==> config.mk <==
export PLATFORM = sky130hd
export DESIGN_NAME = react_timer
export DESIGN_NICKNAME = d
export VERILOG_FILES = /design/src/rtl/react_timer.sv
export SDC_FILE = /design/constraint.sdc
export NUM_CORES = 1
export LEC_CHECK = 0
export ABC_AREA = 1
export ABC_CLOCK_PERIOD_IN_PS = 1900
export BUFFER_PORTS_ARGS = -buffer_cell sky130_fd_sc_hd__buf_4
export CELL_PAD_IN_SITES_DETAIL_PLACEMENT = 1
export CELL_PAD_IN_SITES_GLOBAL_PLACEMENT = 1
export CORE_MARGIN = 3
export CORE_UTILIZATION = 43
export CTS_CLUSTER_SIZE = 40
export DETAILED_ROUTE_END_ITERATION = 12
export PLACE_DENSITY_LB_ADDON = 0.1
export SYNTH_ARGS = -nofsm -noshare
export SYNTH_HDL_FRONTEND = slang
export SYNTH_SLANG_ARGS = --single-unit
==> constraint.sdc <==
create_clock -name clk -period 1.9 [get_ports clk]
set_input_delay 0.095 -clock clk [delete_from_list [all_inputs] [get_ports clk]]
set_output_delay 0.095 -clock clk [all_outputs]
set_load 0.1 [all_outputs]
==> src/rtl/react_timer.sv <==
// -----------------------------------------------------------------------------
// react_timer
//   Reaction-time measurement stage. Watches the LED drive and the player
//   button, counts milliseconds in 4-digit BCD from the LED turning on to the
//   button press, and holds the result for the display stage. It flags false
//   starts (a press while the LED is dark) and timeouts (no press by MAX_BCD).
//
// Optional feature macro: BEST_TIME_EN
//   When defined, the block tracks the best (smallest) valid time since reset.
//   When undefined, best_bcd is tied to 16'h0000.
//
// Ports
//   clk          in   1   system clock, rising edge
//   rst_n        in   1   asynchronous, active-low reset
//   led          in   1   LED drive from the random-LED stage (asynchronous)
//   btn          in   1   player button, active-high, debounced, asynchronous
//   time_bcd     out  16  reaction time {thou,hund,ten,unit} in ms, BCD
//   result_vld   out  1   one-cycle pulse when time_bcd is updated by a press
//   too_slow     out  1   level: last run timed out; cleared at next run start
//   false_start  out  1   one-cycle pulse: button press while idle
//   busy         out  1   level: high while timing
//   best_bcd     out  16  best valid time since reset (0 until first result)
//   dbg_state    out  2   current FSM state (IDLE=0, TIMING=1, DONE=2, TIMEOUT=3)
//
// Handshake: result_vld and false_start are single-cycle strobes with no
//   ready; time_bcd is stable from the cycle result_vld is high until the
//   next run produces a result or timeout.
// -----------------------------------------------------------------------------
module react_timer #(
  parameter int          TICK_DIV = 50000,
  parameter logic [15:0] MAX_BCD  = 16'h9999
) (
  input  logic        clk,
  input  logic        rst_n,
  input  logic        led,
  input  logic        btn,
  output logic [15:0] time_bcd,
  output logic        result_vld,
  output logic        too_slow,
  output logic        false_start,
  output logic        busy,
  output logic [15:0] best_bcd,
  output logic [1:0]  dbg_state
);

  localparam int TW = (TICK_DIV > 1) ? $clog2(TICK_DIV) : 1;

  typedef enum logic [1:0] {
    S_IDLE    = 2'd0,
    S_TIMING  = 2'd1,
    S_DONE    = 2'd2,
    S_TIMEOUT = 2'd3
  } state_t;

  state_t state, state_nx;

  // Two synchroniser flops plus one history flop for edge detection.
  logic [2:0] led_sh, btn_sh;
  logic       led_sync, led_rise, btn_rise;

  logic [TW-1:0] tick;
  logic [15:0]   cnt;
  logic          tick_wrap;

  logic start_run, press, timeout, fs_evt;

  // Ripple BCD increment: each digit wraps 9->0 and carries into the next.
  function automatic logic [15:0] bcd_inc(input logic [15:0] v);
    logic [15:0] r;
    logic        c;
    r = v;
    c = 1'b1;
    for (int i = 0; i < 4; i++) begin
      if (c) begin
        if (r[4*i +: 4] == 4'd9) begin
          r[4*i +: 4] = 4'd0;
        end else begin
          r[4*i +: 4] = r[4*i +: 4] + 4'd1;
          c = 1'b0;
        end
      end
    end
    return r;
  endfunction

  always_ff @(posedge clk or negedge rst_n) begin
    if (!rst_n) begin
      led_sh <= '0;
      btn_sh <= '0;
    end else begin
      led_sh <= {led_sh[1:0], led};
      btn_sh <= {btn_sh[1:0], btn};
    end
  end

  assign led_sync  = led_sh[1];
  assign led_rise  = led_sh[1] & ~led_sh[2];
  assign btn_rise  = btn_sh[1] & ~btn_sh[2];
  assign tick_wrap = (tick == TW'(TICK_DIV - 1));

  always_comb begin
    state_nx  = state;
    start_run = 1'b0;
    press     = 1'b0;
    timeout   = 1'b0;
    fs_evt    = 1'b0;
    case (state)
      S_IDLE: begin
        // A simultaneous LED rise wins: the run starts, no false start.
        if (led_rise) begin
          start_run = 1'b1;
          state_nx  = S_TIMING;
        end else if (btn_rise) begin
          fs_evt = 1'b1;
        end
      end
      S_TIMING: begin
        // A press in the same cycle as saturation still counts as valid.
        if (btn_rise) begin
          press    = 1'b1;
          state_nx = S_DONE;
        end else if (cnt == MAX_BCD) begin
          timeout  = 1'b1;
          state_nx = S_TIMEOUT;
        end
      end
      S_DONE, S_TIMEOUT: begin
        if (!led_sync) state_nx = S_IDLE;
      end
      default: state_nx = S_IDLE;
    endcase
  end

  always_ff @(posedge clk or negedge rst_n) begin
    if (!rst_n) begin
      state       <= S_IDLE;
      tick        <= '0;
      cnt         <= '0;
      time_bcd    <= '0;
      result_vld  <= 1'b0;
      too_slow    <= 1'b0;
      false_start <= 1'b0;
    end else begin
      state       <= state_nx;
      result_vld  <= press;
      false_start <= fs_evt;
      if (start_run) begin
        tick     <= '0;
        cnt      <= '0;
        too_slow <= 1'b0;
      end else if (state == S_TIMING) begin
        if (tick_wrap) begin
          tick <= '0;
          if (cnt != MAX_BCD) cnt <= bcd_inc(cnt);
        end else begin
          tick <= tick + TW'(1);
        end
      end
      if (press) time_bcd <= cnt;
      if (timeout) begin
        time_bcd <= MAX_BCD;
        too_slow <= 1'b1;
      end
    end
  end

  assign busy      = (state == S_TIMING);
  assign dbg_state = state;

`ifdef BEST_TIME_EN
  logic [15:0] best_q;
  logic        have_best;

  // For valid BCD digits, an unsigned compare of the packed vector is the
  // same as a digit-wise compare starting at the most significant digit.
  always_ff @(posedge clk or negedge rst_n) begin
    if (!rst_n) begin
      best_q    <= 16'h9999;
      have_best <= 1'b0;
    end else if (press) begin
      have_best <= 1'b1;
      if (cnt < best_q) best_q <= cnt;
    end
  end

  assign best_bcd = have_best ? best_q : 16'h0000;
`else
  assign best_bcd = 16'h0000;
`endif

endmodule
Word level (Yosys, flattened, before mapping):

Index checks and enable logic that the tools add are counted.

* reduce and logical (&&, ||, !) cells: 15
* bitwise logic cells: 4
* muxes and demuxes: 49
* add/subtract/negate cells: 5
* equal/unequal tests: 13

Operators by type and width (number)
* $mux W16: 9
* $eq A16 B16 Y1 const B: 2
* $mux W1: 28
* $mux W4: 7
* $add A16 B1 Y16 const B: 1
* $add A4 B1 Y4 const B: 4
* $eq A4 B4 Y1 const B: 4
* $ne A16 B16 Y1 const B: 1
* $reduce_bool A2 Y1: 8
* $reduce_and A4 Y1: 3
* $mux W2: 4
* $pmux W2 S3: 1
* $reduce_and A3 Y1: 2
* $eq A2 B2 Y1 const B: 2
* $ne A2 B2 Y1 const B: 2
* $ne A3 B1 Y1 const B: 1
* $and A1 B1 Y1: 2
* $eq A2 B1 Y1 const B: 1
* $logic_not A2 Y1: 1
* $not A1 Y1: 2
* $reduce_or A2 Y1: 1

* logic and storage cells: 98
* input port bits: 4
* register bits after elaboration: 59

Depth between registers and ports, before layout:

* depth in word-level cells: 21
* mapped depth: 11
* depth with buffers taken out: 11

Worst setup path before layout:

Ideal clock, no wire load.

* kind: register to register
* start: register state[0], in the netlist dbg_state[0]
* end: register time_bcd[3]
* clock period less this slack: 2.287 ns
* path buffers: 1
* data arrival time: 2.154 ns
* stages on the path, launching flop included: 9
* slack: -0.387 ns
* data required time: 1.767 ns
* cells stage by stage: dfrtp_1 inv_2 nor2_8 inv_4 nor2_8 inv_2 buf_2 nor2_1 o21ai_1

* cells in the longest elaborated chain, start to end: 3
* elaborated cells on any way between the ends: 5
* classes of those cells: eq/ne: 1; mux: 3; reduce/logical: 1

RTL lines
* start: declaration: RTL line 55 `state_t state, state_nx;`
* start signal: assignment: RTL line 144 `state <= state_nx;`
* $eq A2 B1 Y1
* via busy: RTL line 41 `output logic busy,`
* $mux W1: RTL line 107 `case (state)`
* via press: RTL line 65 `logic start_run, press, timeout, fs_evt;`
* $reduce_bool A2 Y1 (no line)
* end signal: assignment: RTL line 159 `if (press) time_bcd <= cnt;`
* end: declaration: RTL line 37 `output logic [15:0] time_bcd,`

The timed path passes the listed nets, and every way through them passes these cells.
A chain may end at the register's enable or synchronous reset.

Worst setup path after layout:

* start: register tick[0]
* end: register cnt[11]

* cells in the longest elaborated chain, start to end: 3

RTL lines
* start: declaration: RTL line 61 `logic [TW-1:0] tick;`
* start signal: assignment: RTL line 156 `tick <= tick + TW'(1);`
* $eq A16 B16 Y1: RTL line 99 `assign tick_wrap = (tick == TW'(TICK_DIV - 1));`
* $reduce_bool A2 Y1 (no line)
* $reduce_and A4 Y1 (no line)
* end signal: assignment: RTL line 154 `if (cnt != MAX_BCD) cnt <= bcd_inc(cnt);`
* end: declaration: RTL line 62 `logic [15:0] cnt;`

Every way passes these cells.

==> impl_metrics.env <==
export IMPL_core_area_um2=7330
export IMPL_synth_area_top_cells="dfrtp_1 (45%), nand2_1 (12%), nor2_1 (6.5%)"
export IMPL_hold_viol_final=0
export IMPL_die_area_um2=8690
export IMPL_die_x_um=93.2
export IMPL_clk_path_buf_depth=2
export IMPL_min_delay_path_class="primary input to async pin"
export IMPL_fin_worst_skew_ns=0.00933
export IMPL_critPathMaxFanout=21
export IMPL_final_core_util=0.514
export IMPL_cts_sinks=59
export IMPL_place_area_um2=3530
export IMPL_synth_ff_type="dfrtp_1"
export IMPL_tritoncts="yes"
export IMPL_final_common_cell="nand2_1"
export IMPL_setup_tns_ns=0
export IMPL_leakage_nw=1.85
export IMPL_num_io_pins=42
export IMPL_fin_crit_ns=1.75
export IMPL_clock_latency_ns=0.35
export IMPL_setup_ws_ns=0.153
export IMPL_yosys_area_top_type="dfrtp_1"
export IMPL_most_common_layout_cells="nand2_1 (104), dfrtp_1 (57), nor2_1 (56)"
export IMPL_setup_viol=0
export IMPL_drcViolationCount=0
export IMPL_drt_iter0_drc=79
export IMPL_worstPathCellList="ha_1, nand3_2, nor2_2, nand3_2, nand2_4, nand2_1, nand2_1, nand2_1"
export IMPL_detail_route_vias_per_cell=4.98
export IMPL_critPathMostFrequentCell="nand2_1"
export IMPL_nNetsFinal=454
export IMPL_synth_edf_count=0
export IMPL_cp_data_arrival_time_ns=1.98
export IMPL_portBuffers=25
export IMPL_avgSynthCellArea_um2=8.12
export IMPL_cts_max_level=3
export IMPL_drt_first_pass_iters=4
export IMPL_yosysTopAreaCellShare=0.451
export IMPL_synth_seq_cells=59
export IMPL_grt_pass1_vias=2915
export IMPL_rsz0062_at_grt="yes"
export IMPL_worstMarginPinSlew_ns=0.540
export IMPL_yosysSeqAreaShare=0.451
export IMPL_antenna_found_initial=0
export IMPL_grt_pass1_wl_mm=14.7
export IMPL_path_delay_family="simple AND/OR/NAND/NOR gates"
export IMPL_crit_type="flip-flop to flip-flop"
export IMPL_die_height_um=93.2
export IMPL_max_slew_margin=0.640
export IMPL_syn_to_final_growth_pct=15.2
export IMPL_synthArstFlopShare=1.00
export IMPL_max_freq_mhz=572
export IMPL_ant_nets=0
export IMPL_final_max_slew_viol_count=0
export IMPL_wl_per_cell_um=15.9
export IMPL_startpoint_type="flip-flop"
export IMPL_p_per_area_nw_per_um2=1580
export IMPL_status="finished, final reports clean"
export IMPL_synth_warnings=0
export IMPL_grt_max_degree=34
export IMPL_finalCritPeriodShare=0.920
export IMPL_num_vias=2712
export IMPL_cts_root_buf="clkbuf_8"
export IMPL_cts_buffers=9
export IMPL_syn_area_um2=3270
export IMPL_placementRows=31
export IMPL_grt_total_usage=0.220
export IMPL_fillers=923
export IMPL_place_ws_ns=0.108
export IMPL_drive_gt1_frac=0.200
export IMPL_start_util=0.446
export IMPL_gp_congestion=0.808
export IMPL_gr_total_overflow=0
export IMPL_postLayoutCellArea_um2=3770
export IMPL_syn_inst=403
export IMPL_cap_violations=0
export IMPL_endpoint_kind="flip-flop"
export IMPL_antennaDiodeCount=0
export IMPL_holdWs_ns=0.213
export IMPL_max_stage_delay_ns=0.39
export IMPL_dp_hpwl_mm=6.22
export IMPL_cts_setup_buffers=0
export IMPL_critPathRequiredTime_ns=2.13
export IMPL_slowest_stage="dfrtp_1"
export IMPL_wl_mm=8.65
export IMPL_synthDistinctLibCells=33
export IMPL_clk_pin_slew_ns=0.08
export IMPL_peakVddDrop_mv=1.10
export IMPL_crit_buf_inv=0
==> cell usage after synthesis (all sizes together), types with 3 or more instances <==
cell type  count
nand3         44
xnor2          3
a21oi          7
nor3          11
o21ai         23
nor2          65
inv           34
buf           23
nand2        109
xor2           6
dfrtp         59
ha             9
nand4          3
==> what timing repair did <==
action,4_1_cts,5_1_grt
endpoints found under the hold margin,28,0
gates resized for setup,0,4
hold buffers,3,0
setup endpoints to repair,0,18
==> registers in the layout, indices dropped and copies added (netlist names) <==
register,flops
too_slow,1
false_start,1
led_sh,3
dbg_state,2
cnt,16
tick,16
result_vld,1
time_bcd,16
btn_sh,3
==> cell families (layout without fill, tap and decap cells) <==
kind of cell / after synthesis / after routing / synth area share
flops: 59 / 59 / 0.451
fa+ha+maj: 9 / 9 / 0.0344
other cells: 1 / 16 / 0.00115
xor+xnor: 9 / 9 / 0.0241
buf+inv: 59 / 87 / 0.0979
compound gates: 33 / 33 / 0.0597
simple gates: 233 / 233 / 0.331
==> final timing paths <==
| path | slack [ns] | endpoint | cells after the start | start |
|---|---|---|---|---|
| hold / removal | 0.21 | tick[13]$_DFFE_PN0P_ | 2 | rst_n |
| hold reg to reg | 0.35 | led_sh[1]$_DFF_PN0_ | 0 | led_sh[0]$_DFF_PN0_ |
| setup / recovery | 0.15 | cnt[11]$_DFFE_PN0P_ | 8 | tick[0]$_DFFE_PN0P_ |
| max in group asynchronous | 1.16 | cnt[1]$_DFFE_PN0P_ | 3 | rst_n |
| setup reg to reg | 0.15 | cnt[11]$_DFFE_PN0P_ | 8 | tick[0]$_DFFE_PN0P_ |
| min in group clk | 0.35 | led_sh[1]$_DFF_PN0_ | 0 | led_sh[0]$_DFF_PN0_ |
==> layout make-up <==
type | count | area (um^2) | area share
clock buffers | 11 | 141 | 0.0375
clock inverters | 5 | 52.6 | 0.0139
inverters | 36 | 138 | 0.0365
multi-input cells | 300 | 1550 | 0.411
flip-flops and latches | 59 | 1480 | 0.393
well taps | 99 | 124 | 0.0329
repair buffers | 35 | 283 | 0.0751
==> metal layers <==
layer	GRT usage	up-vias	routed length, um
li1	-	1324	-
met1	0.277	1336	3910
met2	0.384	41	4390
met3	0.0306	11	213
met4	0.0781	0	139
met5	0	-	0
==> metrics by stage <==
step	power (mW)	cells
floorplan	4.16	418
global placement	4.73	526
detailed placement	4.79	526
CTS	5.99	545
global route	6.30	545
finish	5.97	545
==> report_power, final <==
part	internal, mW	switching [mW]	leakage [nW]
combinational	0.646	2.27	0.977
clock	0.635	0.530	0.0991
sequential	1.56	0.325	0.772
(Power assumes the default switching activity.)
